File: src/rtl/pc_sequencer.sv
// -----------------------------------------------------------------------------
// pc_sequencer
//
// Program counter and return-address stack for the MUSA core. The architectural
// PC advances once per committed instruction (write_pc high while not halted).
// The next PC is chosen by the control unit's branch code, by the ret path
// (pop + add_pc) and by the brfl conditional branch. A LIFO of STACK_DEPTH
// entries holds return addresses. It reports full/empty status and keeps
// sticky overflow and underflow flags.
//
// Parameters
//   PC_WIDTH     width of the PC and of the jump targets
//   STACK_DEPTH  number of return-stack entries (power of two, >= 2)
//   RESET_PC     PC value loaded at reset
//
// Ports
//   clk              system clock, rising edge
//   rst_n            asynchronous active-low reset
//   write_pc         instruction-commit strobe
//   branch[2:0]      000 seq, 001 jr, 010 call, 011 halt, 100 jpc, others = seq
//   push / pop       return-stack push / pop
//   add_pc           together with pop: ret, next PC = popped value + 1
//   brfl_control     conditional branch instruction
//   flag_true        ALU compare result for brfl
//   reg_target       jr target from the register file
//   imm_target       jpc / call / brfl target from the instruction word
//   pc               current PC (registered)
//   halted           sticky halt status (registered)
//   stack_empty      no valid entries
//   stack_full       STACK_DEPTH valid entries
//   stack_overflow   sticky: a push was attempted while full
//   stack_underflow  sticky: a pop was attempted while empty
//   stack_count      number of valid entries
// -----------------------------------------------------------------------------
module pc_sequencer #(
    parameter int                     PC_WIDTH    = 32,
    parameter int                     STACK_DEPTH = 8,
    parameter logic [PC_WIDTH-1:0]    RESET_PC    = '0
) (
    input  logic                           clk,
    input  logic                           rst_n,
    input  logic                           write_pc,
    input  logic [2:0]                     branch,
    input  logic                           push,
    input  logic                           pop,
    input  logic                           add_pc,
    input  logic                           brfl_control,
    input  logic                           flag_true,
    input  logic [PC_WIDTH-1:0]            reg_target,
    input  logic [PC_WIDTH-1:0]            imm_target,
    output logic [PC_WIDTH-1:0]            pc,
    output logic                           halted,
    output logic                           stack_empty,
    output logic                           stack_full,
    output logic                           stack_overflow,
    output logic                           stack_underflow,
    output logic [$clog2(STACK_DEPTH):0]   stack_count
);

    localparam int AW = $clog2(STACK_DEPTH);  // stack index width
    localparam int CW = AW + 1;               // count width, holds 0..STACK_DEPTH

    localparam logic [2:0] BR_JR   = 3'b001;
    localparam logic [2:0] BR_CALL = 3'b010;
    localparam logic [2:0] BR_HALT = 3'b011;
    localparam logic [2:0] BR_JPC  = 3'b100;

    typedef enum logic {
        S_RUN  = 1'b0,
        S_HALT = 1'b1
    } state_t;

    // ------------------------------------------------------------------
    // State
    // ------------------------------------------------------------------
    state_t                state_q,  state_d;
    logic [PC_WIDTH-1:0]   pc_q,     pc_d;
    logic [CW-1:0]         count_q,  count_d;
    logic                  ovf_q,    ovf_d;
    logic                  unf_q,    unf_d;

    logic [PC_WIDTH-1:0]   mem [STACK_DEPTH];
    logic                  mem_we;
    logic [AW-1:0]         mem_waddr;
    logic [PC_WIDTH-1:0]   mem_wdata;

    // ------------------------------------------------------------------
    // Decode from registered state only
    // ------------------------------------------------------------------
    logic                  empty;
    logic                  full;
    logic                  commit;
    logic [AW-1:0]         top_idx;
    logic [PC_WIDTH-1:0]   top_val;
    logic [PC_WIDTH-1:0]   pc_inc;

    assign empty   = (count_q == '0);
    assign full    = (count_q == CW'(STACK_DEPTH));
    assign commit  = write_pc && (state_q == S_RUN);
    // When the stack is empty this index wraps. That is harmless because
    // top_val is only used when the stack is not empty.
    assign top_idx = AW'(count_q - CW'(1));
    assign top_val = mem[top_idx];
    assign pc_inc  = pc_q + PC_WIDTH'(1);  // wraps modulo 2^PC_WIDTH

    // ------------------------------------------------------------------
    // Next-state logic
    // ------------------------------------------------------------------
    always_comb begin
        // NOTE: every signal gets a default first, so no path through the
        // branches below can leave a value unassigned and infer a latch.
        state_d   = state_q;
        pc_d      = pc_q;
        count_d   = count_q;
        ovf_d     = ovf_q;
        unf_d     = unf_q;
        mem_we    = 1'b0;
        mem_waddr = count_q[AW-1:0];
        mem_wdata = pc_q;

        if (commit) begin
            if (branch == BR_HALT) begin
                // Halt has top priority. The PC and the stack are frozen.
                state_d = S_HALT;
            end else begin
                // Stack update. It is independent of the PC choice below.
                if (push && pop && !empty) begin
                    // Replace the top entry. The depth stays the same.
                    mem_we    = 1'b1;
                    mem_waddr = top_idx;
                end else if (push) begin
                    // This also covers push+pop on an empty stack.
                    if (full) begin
                        ovf_d = 1'b1;
                    end else begin
                        mem_we    = 1'b1;
                        mem_waddr = count_q[AW-1:0];
                        count_d   = count_q + CW'(1);
                    end
                end else if (pop) begin
                    if (empty) begin
                        unf_d = 1'b1;
                    end else begin
                        count_d = count_q - CW'(1);
                    end
                end

                // Next-PC priority
                if (pop && add_pc) begin
                    pc_d = empty ? pc_inc : (top_val + PC_WIDTH'(1));
                end else if (branch == BR_CALL) begin
                    pc_d = imm_target;
                end else if (branch == BR_JR) begin
                    pc_d = reg_target;
                end else if (branch == BR_JPC) begin
                    pc_d = imm_target;
                end else if (brfl_control && flag_true) begin
                    pc_d = imm_target;
                end else begin
                    pc_d = pc_inc;
                end
            end
        end
    end

    // ------------------------------------------------------------------
    // Registers
    // ------------------------------------------------------------------
    always_ff @(posedge clk or negedge rst_n) begin
        if (!rst_n) begin
            state_q <= S_RUN;
            pc_q    <= RESET_PC;
            count_q <= '0;
            ovf_q   <= 1'b0;
            unf_q   <= 1'b0;
        end else begin
            state_q <= state_d;
            pc_q    <= pc_d;
            count_q <= count_d;
            ovf_q   <= ovf_d;
            unf_q   <= unf_d;
        end
    end

    // NOTE: the stack RAM has no reset on purpose. Entries at or above
    // count_q can never be read back, so clearing them would add reset
    // fan-out for no benefit. Leaving out the reset also lets the array map
    // to plain storage.
    always_ff @(posedge clk) begin
        if (mem_we) begin
            mem[mem_waddr] <= mem_wdata;
        end
    end

    // ------------------------------------------------------------------
    // Outputs
    // ------------------------------------------------------------------
    assign pc              = pc_q;
    assign halted          = (state_q == S_HALT);
    assign stack_empty     = empty;
    assign stack_full      = full;
    assign stack_overflow  = ovf_q;
    assign stack_underflow = unf_q;
    assign stack_count     = count_q;

endmodule

File: config.mk
export PLATFORM = sky130hd
export DESIGN_NAME = pc_sequencer
export DESIGN_NICKNAME = d
export VERILOG_FILES = /design/src/rtl/pc_sequencer.sv
export SDC_FILE = /design/constraint.sdc
export NUM_CORES = 1
export LEC_CHECK = 0
export CAP_MARGIN = 20
export CORE_AREA = 2 2 263 187
export CTS_BUF_LIST = sky130_fd_sc_hd__clkbuf_4 sky130_fd_sc_hd__clkbuf_8 sky130_fd_sc_hd__clkbuf_16
export DETAILED_ROUTE_END_ITERATION = 8
export DIE_AREA = 0 0 265 189
export PLACE_DENSITY_LB_ADDON = 0.08
export SLEW_MARGIN = 20
export SYNTH_ARGS = -nofsm -noshare
export SYNTH_HDL_FRONTEND = slang
export SYNTH_SLANG_ARGS = --single-unit
File: constraint.sdc
create_clock -name clk -period 13.4 [get_ports clk]
set_clock_uncertainty 0.05 [all_clocks]
set_input_delay 1.34 -clock clk [delete_from_list [all_inputs] [get_ports clk]]
set_output_delay 1.34 -clock clk [all_outputs]
set_load 0.005 [all_outputs]
## After elaboration in Yosys (flattened, before gate mapping)

Memories as Yosys holds them, arrays and structs flattened.
Index checks and enable logic that the tools add are counted.

- Memory bits (writable): 256
- Word-level logic and storage cells: 54
- Flip-flop bits (word level): 39
- Input port bits: 75
- Memories: 1

- Eq/ne operators: 7
- Bitwise logic cells: 4
- Reduce and logical (&&, ||, !) cells: 13
- Muxes and demuxes: 20
- $add $sub $neg: 4

Memory list:

| name | depth | bits a word | read ports | clocked after Yosys merged registers in | write ports | line | RTL |
|---|---|---|---|---|---|---|---|
| mem | 8 | 32 | 1 | 0 | 1 | 82 | `logic [PC_WIDTH-1:0] mem [STACK_DEPTH];` |

Operators by type and width:

| cell | number |
|---|---|
| 32-bit 2-to-1 mux | 6 |
| 32-bit by 1-bit adder with 32-bit output, second input constant | 2 |
| 4-bit 2-to-1 mux | 4 |
| 6-bit AND reduction | 2 |
| 3-bit 2-to-1 mux | 3 |
| 1-bit 2-to-1 mux | 7 |
| 3-bit by 2-bit == test with 1-bit output, second input constant | 2 |
| 1-bit logical AND | 5 |
| 5-bit AND reduction | 1 |
| 4-bit by 1-bit adder with 4-bit output, second input constant | 1 |
| 4-bit == test, second input constant | 1 |
| 4-bit zero test | 1 |
| 2-bit inequality test, second input constant | 2 |
| 1-bit NOT | 4 |
| 2-bit AND reduction | 2 |
| 4-bit by 1-bit subtractor with 4-bit output, second input constant | 1 |
| 3-bit by 1-bit == test with 1-bit output, second input constant | 1 |
| 3-bit == test, second input constant | 1 |
| 2-bit nonzero test | 1 |
| 1-bit zero test | 1 |

## Logic depth before layout (Yosys ltp)

- Word-level depth: 8
- Gate-level depth with buffers: 22
- Depth with buffers taken out: 13

## Least setup slack after synthesis

OpenSTA, ideal clock, no wires.

- Kind: register to register
- Start point: register count_q[0], in the netlist stack_count[0]
- End point: memory mem[6][0], enable pin
- Path buffers: 8
- Arrival: 5.041 ns
- Period minus slack after synthesis: 5.552 ns
- Slack: 7.848 ns
- Required time: 12.889 ns
- Cell stages (with the launch flop): 14
- Path through: dfrtp_1 buf_2 buf_6 inv_1 clkbuf_1 ha_1 buf_6 xor2_1 buf_6 buf_4 buf_2 clkbuf_1 a41oi_1 nor3_1

- Word-level cells in the longest chain between the ends: 8
- Elaborated cells on any way between the ends: 15

Ends and longest elaborated chain:

| item | line | RTL |
|---|---|---|
| start: declaration | 78 | `logic [CW-1:0] count_q, count_d;` |
| start signal: assignment | 179 | `count_q <= count_d;` |
| 4-bit == test or 4-bit zero test (tied branches) | 98, 97 |  |
| 1-bit 2-to-1 mux or 1-bit zero test (tied branches) | 133, 127 |  |
| 1-bit 2-to-1 mux or 1-bit logical AND (tied branches) | 131, 127 |  |
| 1-bit 2-to-1 mux | 127 | `if (push && pop && !empty) begin` |
| 1-bit 2-to-1 mux | 122 | `if (branch == BR_HALT) begin` |
| 1-bit 2-to-1 mux | 121 | `if (commit) begin` |
| 1-bit 2-to-1 mux | 190 | `if (mem_we) begin` |
| 1-bit 2-to-1 mux (implied by the code) | 191 | `mem[mem_waddr] <= mem_wdata;` |
| end: declaration | 82 |  |

Parallel ways exist; a longest one is shown, timed or not.

## Final worst setup path

- Start point: register count_q[0], in the netlist stack_count[0]
- End point: register pc_q[29], in the netlist pc[29]

- Word-level cells in the longest chain between the ends: 5
- Elaborated cells on any way between the ends: 6

Ends and longest elaborated chain:

| item | line | RTL |
|---|---|---|
| 4-bit by 1-bit subtractor with 4-bit output | - |  |
| memory read 8 x 32 bit | - |  |
| 32-bit by 1-bit adder with 32-bit output | 150 | `pc_d = empty ? pc_inc : (top_val + PC_WIDTH'(1));` |
| 32-bit 2-to-1 mux (*) | 150 |  |
| 32-bit 2-to-1 mux (*) | 149 | `if (pop && add_pc) begin` |
| end signal: assignment | 178 | `pc_q <= pc_d;` |
| end: declaration | 77 | `logic [PC_WIDTH-1:0] pc_q, pc_d;` |

Every way passes the cells marked *; elsewhere a longest branch is shown, timed or not.
A chain may end at the register's enable or synchronous reset.

==> results.sh <==
export IMPL_maxSlewHeadroom_pct=43.68
export IMPL_cts_setup_buffers=0
export IMPL_timing_final_crit_period_ns=5.299
export IMPL_height_of_the_die_um=189
export IMPL_post_dp_area_um2=16080
export IMPL_htree_num_levels=1
export IMPL_drt_vias_per_instance=5.430
export IMPL_largest_driver_fanout_on_the_critical_path=41
export IMPL_grt_pass1_vias=9489
export IMPL_max_clock_path_buffers=3
export IMPL_routed_via_count=9579
export IMPL_track_usage_pct=19.79
export IMPL_timing_critical_path_required_ns=13.85
export IMPL_yosys_area_top_type="edfxtp_1"
export IMPL_drt_wirelength_per_cell_um=28.14
export IMPL_dpl_cell_count=1707
export IMPL_final_cell_count_no_fill=1764
export IMPL_yosysWarningCount=0
export IMPL_netlist_area_um2=14160
export IMPL_initial_utilization_pct=29.84
export IMPL_core_region_area_um2=47450
export IMPL_layout_cell_area_non_filler_um2=17140
export IMPL_detailedRoute_firstPassIterationCount=7
export IMPL_multi_input_area_um2=5204
export IMPL_layout_cells_most_common_list="edfxtp_1, clkdlybuf4s50_1, nand2_1, mux2i_1, mux4_2"
export IMPL_clkSlewWorstSetupHoldPaths_ns=0.07
export IMPL_antenna_cells_inserted=0
export IMPL_status="finished clean"
export IMPL_clock_latency_late_sink_ns=0.59
export IMPL_final_setup_worst_slack_ns=8.101
export IMPL_grt_start_max_net_pins=44
export IMPL_synth_edff_count=256
export IMPL_cts_repair_resize_count=0
export IMPL_dieArea_um2=50090
export IMPL_place_hpwl_um=32840
export IMPL_floorplan_io_pins=116
export IMPL_setup_total_negative_slack_ns=0
export IMPL_max_cap_viol_count=0
export IMPL_finalMaxSlewViolations=0
export IMPL_power_ir_vdd_worst_mv=0.09981
export IMPL_timing_final_crit_share_pct=39.55
export IMPL_drcViolationCount=0
export IMPL_inserted_clock_buffers=31
export IMPL_class_of_the_most_critical_setup_path="register to register"
export IMPL_grt_setup_unrepaired="no"
export IMPL_proportion_of_synthesized_flip_flops_having_asynchronous_set_or_reset_pct=13.22
export IMPL_synthCells=1000
export IMPL_power_leakage_uw=0.005655
export IMPL_detailedRoute_firstIterationViolations=820
export IMPL_synth_top_area_share_pct=54.29
export IMPL_critical_path_startpoint_type="register"
export IMPL_hold_buf_count_cts=0
export IMPL_layout_area_overhead_vs_synth_pct=21.04
export IMPL_final_core_util_pct=36.12
export IMPL_most_common_cell_after_layout_fill_and_taps_aside="edfxtp_1"
export IMPL_buffer_ports_inserted=115
export IMPL_cts_tree="done"
export IMPL_seqCellArea_um2=8667
export IMPL_yosys_cell_types_count=74
export IMPL_globalRouteOverflowTotal=0
export IMPL_final_setup_viol_count=0
export IMPL_place_gp_congestion=0.8307
export IMPL_fmax_mhz=188.7
export IMPL_cts_num_sinks=295
export IMPL_pwr_density_cell_nw_per_um2=227.3
export IMPL_antenna_violations_before_repair=1
export IMPL_grt_pass1_wl_um=70950
export IMPL_worstSetupEndpointType="register"
export IMPL_floorplan_rows=67
export IMPL_place_worst_setup_slack_ns=8.082
export IMPL_finalHoldViolations=0
export IMPL_min_path_type="register to register"
export IMPL_synth_seq_area_share_pct=61.19
export IMPL_yosys_top_cells_area="edfxtp_1, mux4_2, dfrtp_1"
export IMPL_syn_mean_instance_area_um2=14.16
export IMPL_die_width_um=265
export IMPL_share_of_layout_cells_above_drive_strength_1_pct=15.40
export IMPL_filler_cell_count=4585
export IMPL_clock_root_buffer="clkbuf_16"
export IMPL_arrival_time_of_data_at_the_critical_path_endpoint_ns=5.75
export IMPL_ys_ff_latch=295
export IMPL_nNetsFinal=1198
export IMPL_worst_pin_slew_ns=0.8421
export IMPL_postRouteWirelength_um=49640
export IMPL_route_antenna_remaining_nets=0
export IMPL_synth_nets=1079
export IMPL_synth_main_ff_cell="edfxtp_1"
## state kept, by name, indices dropped and copies added (netlist names)
signal           cells
stack_count          4
stack_underflow      1
pc                  32
halted               1
stack_overflow       1
mem                256
## kinds of logic after synthesis
family | Yosys count | synth area share, %
flops | 295 | 61.19
compound gates | 201 | 9.986
fa+ha+maj | 4 | 0.3535
simple gates | 257 | 9.182
xor+xnor | 53 | 3.332
buf+inv | 73 | 2.810
mux | 117 | 13.15
## metrics by stage
| step | hold WS [ns] | power (uW) |
|---|---|---|
| floorplan | 0.4096 | 2416 |
| global placement | 0.4210 | 3007 |
| detailed placement | 0.4114 | 3008 |
| CTS | 0.4280 | 3921 |
| global route | 0.4470 | 4083 |
| finish | 0.4239 | 3896 |
## synth_stat cells (4+ instances only)
| master | n |
|---|---|
| edfxtp_1 | 256 |
| nand2_1 | 79 |
| mux2i_1 | 60 |
| nor2_1 | 59 |
| mux4_2 | 55 |
| o21ai_0 | 48 |
| a21oi_1 | 40 |
| dfrtp_1 | 39 |
| clkbuf_1 | 36 |
| xnor2_1 | 33 |
| nand3_1 | 28 |
| nand4_1 | 24 |
| xor2_1 | 19 |
| a211oi_1 | 12 |
| a221oi_1 | 12 |
| o22ai_1 | 12 |
| inv_1 | 11 |
| nor3_1 | 11 |
| nor4_1 | 10 |
| buf_6 | 9 |
| a22oi_1 | 8 |
| and3_1 | 8 |
| o31ai_1 | 8 |
| buf_4 | 7 |
| o221ai_1 | 7 |
| buf_2 | 6 |
| nand3b_1 | 6 |
| a21o_1 | 5 |
| nor3b_1 | 5 |
| ha_1 | 4 |
| nand2b_1 | 4 |
| o211ai_1 | 4 |
## cell type report
cell class	instances	share of cell area [%]
Timing Repair Buffer	148	8.133
Sequential cell	295	50.57
Clock buffer	34	4.658
Tap cell	621	4.534
Inverter	11	0.2409
Clock inverter	23	1.497
Multi-Input combinational cell	632	30.36
## power breakdown
group,switching (uW),total (uW),internal [uW]
Sequential,222,1380,1150
Combinational,913,1610,699
Clock,381,907,527
Total,1520,3900,2380
## critical path, cell delays in order, from the launching register on
cell	delay (ns)
dfrtp_4	0.58
inv_1	0.15
buf_4	0.24
ha_4	0.43
buf_4	0.58
buf_4	0.66
mux2i_1	0.18
mux4_2	0.58
a2111oi_4	0.56
nand4b_4	0.30
nor4b_2	0.38
xor2_1	0.11
a221oi_1	0.28
## routing by layer
layer  wire, um  track usage (%)  up-vias
met4        847            3.955        0
met2      21330            29.23      309
met5          0                0        -
met3       3013            3.694       57
met1      24450            30.19     4991
li1           -                -     4222
## final timing paths
path                                start             end  slack, ns  cells past startpoint
setup / recovery           stack_count[0]          pc[29]       8.10                     12
hold / removal             stack_overflow  stack_overflow       0.42                      2
setup reg to reg           stack_count[0]          pc[29]       8.10                     12
hold reg to reg            stack_overflow  stack_overflow       0.42                      2
max in group asynchronous           rst_n  stack_count[0]      11.94                      2
min in group asynchronous           rst_n  stack_count[2]       0.83                      2
No activity file was read; power rests on OpenSTA's default activity.
